### src/rtl/gcd_pkg.sv
// Shared definitions for the binary GCD engine.
// Holds the default operand width and the engine's FSM state encoding.
package gcd_pkg;

  // Default operand/result width used when the engine is not overridden.
  localparam int GCD_DEFAULT_WIDTH = 8;

  // Controller states: wait for work, strip common factors of two,
  // reduce the odd parts, publish the result.
  typedef enum logic [1:0] {
    IDLE   = 2'd0,
    SHIFT  = 2'd1,
    REDUCE = 2'd2,
    FINISH = 2'd3
  } gcd_state_e;

endpackage

### src/rtl/gcd_engine.sv
// Binary (Stein) GCD engine, one elementary step per clock.
//
// Ports:
//   clk   - sole clock, rising-edge
//   rst   - asynchronous active-low reset
//   start - request a computation on P,Q (taken only while busy is low)
//   P, Q  - unsigned operands, sampled on the accept edge only
//   R     - registered gcd(P,Q), held until the next result
//   done  - one-cycle pulse when R carries a new result
//   busy  - high from the cycle after accept through the done cycle
//   err   - registered flag: last accepted operands were both zero
module gcd_engine
  import gcd_pkg::*;
#(
  parameter int WIDTH = GCD_DEFAULT_WIDTH,
  parameter int KW    = $clog2(WIDTH + 1)
) (
  input  logic             clk,
  input  logic             rst,
  input  logic             start,
  input  logic [WIDTH-1:0] P,
  input  logic [WIDTH-1:0] Q,
  output logic [WIDTH-1:0] R,
  output logic             done,
  output logic             busy,
  output logic             err
);

  gcd_state_e       state_r, state_nxt_s;
  logic [WIDTH-1:0] a_r, a_nxt_s;
  logic [WIDTH-1:0] b_r, b_nxt_s;
  logic [KW-1:0]    k_r, k_nxt_s;
  logic [WIDTH-1:0] r_r, r_nxt_s;
  logic             done_r, done_nxt_s;
  logic             busy_r, busy_nxt_s;
  logic             err_r, err_nxt_s;

  logic             a_zero_s;
  logic             b_zero_s;
  logic             a_ge_b_s;
  logic [WIDTH-1:0] a_half_s;
  logic [WIDTH-1:0] b_half_s;
  logic [WIDTH-1:0] a_minus_b_s;
  logic [WIDTH-1:0] b_minus_a_s;

  // Inline compare/subtract/halve datapath shared by SHIFT and REDUCE.
  always_comb begin
    a_zero_s    = (a_r == {WIDTH{1'b0}});
    b_zero_s    = (b_r == {WIDTH{1'b0}});
    a_ge_b_s    = (a_r >= b_r);
    a_half_s    = {1'b0, a_r[WIDTH-1:1]};
    b_half_s    = {1'b0, b_r[WIDTH-1:1]};
    // Only the subtraction selected by a_ge_b_s is ever used, so neither wraps.
    a_minus_b_s = a_r - b_r;
    b_minus_a_s = b_r - a_r;
  end

  // Next-state and next-register logic; everything holds unless a state acts.
  always_comb begin
    state_nxt_s = state_r;
    a_nxt_s     = a_r;
    b_nxt_s     = b_r;
    k_nxt_s     = k_r;
    r_nxt_s     = r_r;
    done_nxt_s  = 1'b0;
    busy_nxt_s  = busy_r;
    err_nxt_s   = err_r;

    case (state_r)
      IDLE: begin
        if (done_r) begin
          // The done cycle still counts as busy; release afterwards so a
          // start seen alongside done is not taken on this edge.
          busy_nxt_s = 1'b0;
        end else if (start && !busy_r) begin
          a_nxt_s     = P;
          b_nxt_s     = Q;
          k_nxt_s     = {KW{1'b0}};
          err_nxt_s   = 1'b0;
          busy_nxt_s  = 1'b1;
          state_nxt_s = SHIFT;
        end else begin
          state_nxt_s = IDLE;
        end
      end

      SHIFT: begin
        if (a_zero_s || b_zero_s) begin
          state_nxt_s = FINISH;
        end else if (!a_r[0] && !b_r[0]) begin
          // Common factor of two: remember it in k and restore it at the end.
          a_nxt_s = a_half_s;
          b_nxt_s = b_half_s;
          k_nxt_s = k_r + {{(KW-1){1'b0}}, 1'b1};
        end else begin
          state_nxt_s = REDUCE;
        end
      end

      REDUCE: begin
        if (a_zero_s || b_zero_s) begin
          state_nxt_s = FINISH;
        end else if (!a_r[0]) begin
          a_nxt_s = a_half_s;
        end else if (!b_r[0]) begin
          b_nxt_s = b_half_s;
        end else if (a_ge_b_s) begin
          a_nxt_s = a_minus_b_s;
        end else begin
          b_nxt_s = b_minus_a_s;
        end
      end

      FINISH: begin
        // One of a/b is zero here, so a|b is the surviving odd part.
        r_nxt_s     = (a_r | b_r) << k_r;
        done_nxt_s  = 1'b1;
        err_nxt_s   = a_zero_s && b_zero_s;
        state_nxt_s = IDLE;
      end

      default: begin
        state_nxt_s = IDLE;
      end
    endcase
  end

  // State and datapath registers with asynchronous clear.
  always_ff @(posedge clk or negedge rst) begin
    if (!rst) begin
      state_r <= IDLE;
      a_r     <= {WIDTH{1'b0}};
      b_r     <= {WIDTH{1'b0}};
      k_r     <= {KW{1'b0}};
      r_r     <= {WIDTH{1'b0}};
      done_r  <= 1'b0;
      busy_r  <= 1'b0;
      err_r   <= 1'b0;
    end else begin
      state_r <= state_nxt_s;
      a_r     <= a_nxt_s;
      b_r     <= b_nxt_s;
      k_r     <= k_nxt_s;
      r_r     <= r_nxt_s;
      done_r  <= done_nxt_s;
      busy_r  <= busy_nxt_s;
      err_r   <= err_nxt_s;
    end
  end

  assign R    = r_r;
  assign done = done_r;
  assign busy = busy_r;
  assign err  = err_r;

endmodule
### config.mk
export PLATFORM = sky130hd
export DESIGN_NAME = gcd_engine
export DESIGN_NICKNAME = d
export VERILOG_FILES = /design/src/rtl/gcd_pkg.sv /design/src/rtl/gcd_engine.sv
export SDC_FILE = /design/constraint.sdc
export NUM_CORES = 1
export LEC_CHECK = 0
export CORE_MARGIN = 3
export CORE_UTILIZATION = 35
export CTS_BUF_LIST = sky130_fd_sc_hd__clkbuf_8 sky130_fd_sc_hd__clkbuf_16
export DETAILED_ROUTE_END_ITERATION = 10
export SLEW_MARGIN = 20
export SYNTH_ARGS = -nofsm -noshare
export SYNTH_HDL_FRONTEND = slang
export SYNTH_SLANG_ARGS = --single-unit
### constraint.sdc
create_clock -name clk -period 2.4 [get_ports clk]
set_input_delay 0.72 -clock clk [delete_from_list [all_inputs] [get_ports clk]]
set_output_delay 0.72 -clock clk [all_outputs]
set_load 0.1 [all_outputs]
==> metrics.csv <==
metric,value,unit
synth.largest_area_cell,dfrtp_1,
first_pass_iters,4,
hold_class,register to register,
synth_xor_area_share,3.54,%
gr-usage-all-layers,17.9,%
multi_input_area,1970,µm²
crit_fanout,5,
nets,471,
synth_compound_area_share,25.6,%
synth_area_per_cell,8.41,µm²
synth_nets,404,
overflow,0,
place.gp.congestion,0.878,
viasPerCell,5.30,
die_area,9620,µm²
rows,32,
critPathKind,register to register,
grt_antenna_before_repair,0,
timing.final.crit_share,99.5,%
grt_max_degree,34,
grt_first_pass_wirelength,14.1,mm
clock_skew,0.00532,ns
status,"finished, final reports clean",
synth_adder_area_share,14.0,%
synthMuxAreaShare,3.41,%
ant_nets,0,
die_h,98.1,µm
relSlewSlack,64.6,%
maxCapViolCount,0,
instances_no_fill,523,
synth_ff_type,dfrtp_1,
synth_top_family_by_area,compound AO/OA/AOI/OAI gates,
numCtsBuffers,5,
core_area,7970,µm²
cts_tree,yes,
fin_tns_setup,0,ns
cp.required,2.58,ns
placed_cells,513,
yosys.area_share.simple,17.2,%
met3_usage,3.00,%
synth_edf_count,0,
busiest_layer,met2,
post-synth-top-count-cell,inv_1,
clock.fmax,419,MHz
grt_util_met2,29.9,%
pin_count,30,
hold_viol,0,
drc,0,
portBuffers,29,
grt_pass1_vias,2803,
end_kind,register,
wire_per_inst,16.2,µm
drive_above_1_share,24.9,%
insertedDiodeCount,0,
hold_buffers,0,
fillers,784,
via_count,2773,
ctsLongestPathBuffers,2,
cts_sinks,33,
synthArstFlopShare,100,%
critical_path_arrival,2.56,ns
synth_top_area_share,27.8,%
routed_wl,8.45,mm
rsz0062_at_grt,yes,
start_util,37.2,%
final_util,48.2,%
worstSkewPairLatency,0.29,ns
cp-start-kind,register,
slew_viol_final,0,
path_clk_slew,0.08,ns
root_buffer,clkbuf_8,
yosys-top-cells-area,"dfrtp_1, ha_1, inv_1, a21oi_1, nand2_1",
seq_area,827,µm²
syn-cell-area,2970,µm²
min_period,2.39,ns
synth_warnings,0,
tightest_slew,0.527,ns
areaGrowthSynthToFinish,29.3,%
cts_max_level,2,
drtIter0Drc,130,
yosysSeqAreaShare,27.8,%
dp_hpwl,6.52,mm
ys_ff_latch,33,
ys_types,57,
synth_cells,353,
die_w,98.1,µm
grt_util_met1,24.6,%
finalSetupViolations,0,
synth_common_cells,"inv_1, dfrtp_1, nand2_1",
-- registers in the layout (all words and copies together), names as in the netlist --
name and flops:
R 8, a_r 8, b_r 8, busy 1
done 1, err 1, k_r 4, state_r 2
-- routing by layer --
metal | up-vias | wire length, µm
li1 | 1375 | -
met1 | 1340 | 3900
met2 | 52 | 4170
met3 | 6 | 340
met4 | 0 | 48
met5 | - | 0
-- what timing repair did --
item / CTS / global route
endpoints found under the hold margin: 0 / 0
pin swaps: 1 / 10
setup endpoints to repair: 3 / 15
buffers inserted: 0 / 2
resized for setup: 3 / 18
-- through the flow --
| step | setup slack, ns | cell area (µm²) | hold WS, ns |
|---|---|---|---|
| global route | -0.0822 | 3840 | 0.528 |
| global placement | 0.0190 | 3650 | 0.459 |
| CTS | 0.00380 | 3750 | 0.483 |
| finish | 0.0131 | 3840 | 0.476 |
| detailed placement | -0.0670 | 3650 | 0.465 |
| floorplan | 0.0256 | 2970 | 0.424 |
-- kinds of logic after synthesis --
group | after synthesis
muxes | 9
DFF | 33
adders and majority gates | 32
xor gates and xnor gates | 12
AOI/OAI and AO/OA | 109
buffers and inverters | 61
and+or+nand+nor | 97
-- cell usage in the layout, fill, tap and decap left out, drive strengths merged, types with 4 or more instances in the layout --
master,n
clkdlybuf4s50,18
o21ai,25
a21oi,25
nand3,10
nand2b,8
dfrtp,33
or4,4
a21o,4
and2,4
o221ai,5
o41ai,6
a31oi,8
clkbuf,5
nor2b,6
o22ai,9
ha,30
a211oi,6
o31ai,6
xnor2,9
inv,42
mux2i,6
nand2,32
nor2,22
buf,61
-- final timing paths --
path	slack, ns	to	startpoint	cells after the start
min in group asynchronous	0.85	done	rst	2
min reg2reg	0.48	err	err	2
max in group asynchronous	1.22	a_r[1]	rst	2
max reg2reg	0.01	a_r[4]	b_r[0]	10
min	0.48	err	err	2
max	0.01	a_r[4]	b_r[0]	10
-- cell type report --
class                           instances  share of cell area, %
Clock buffer                            5                   1.79
Timing Repair Buffer                   79                   17.5
Inverter                               42                   4.11
Multi-Input combinational cell        259                   51.3
Sequential cell                        33                   21.5
Tap cell                              102                   3.32
Clock inverter                          3                  0.456
-- critical path, cell delays in order (launching register included) --
cell      delay (ns)
dfrtp_1         0.43
ha_2            0.22
inv_2           0.06
fa_2            0.25
nand2b_4        0.07
a21oi_4         0.17
o211ai_2        0.11
buf_6           0.15
a32o_2          0.30
nor2_4          0.21
mux2_4          0.32
Power is left out: the tool's default activity adds up to more than one toggle a clock period on the data nets, which glitch-free logic cannot reach.
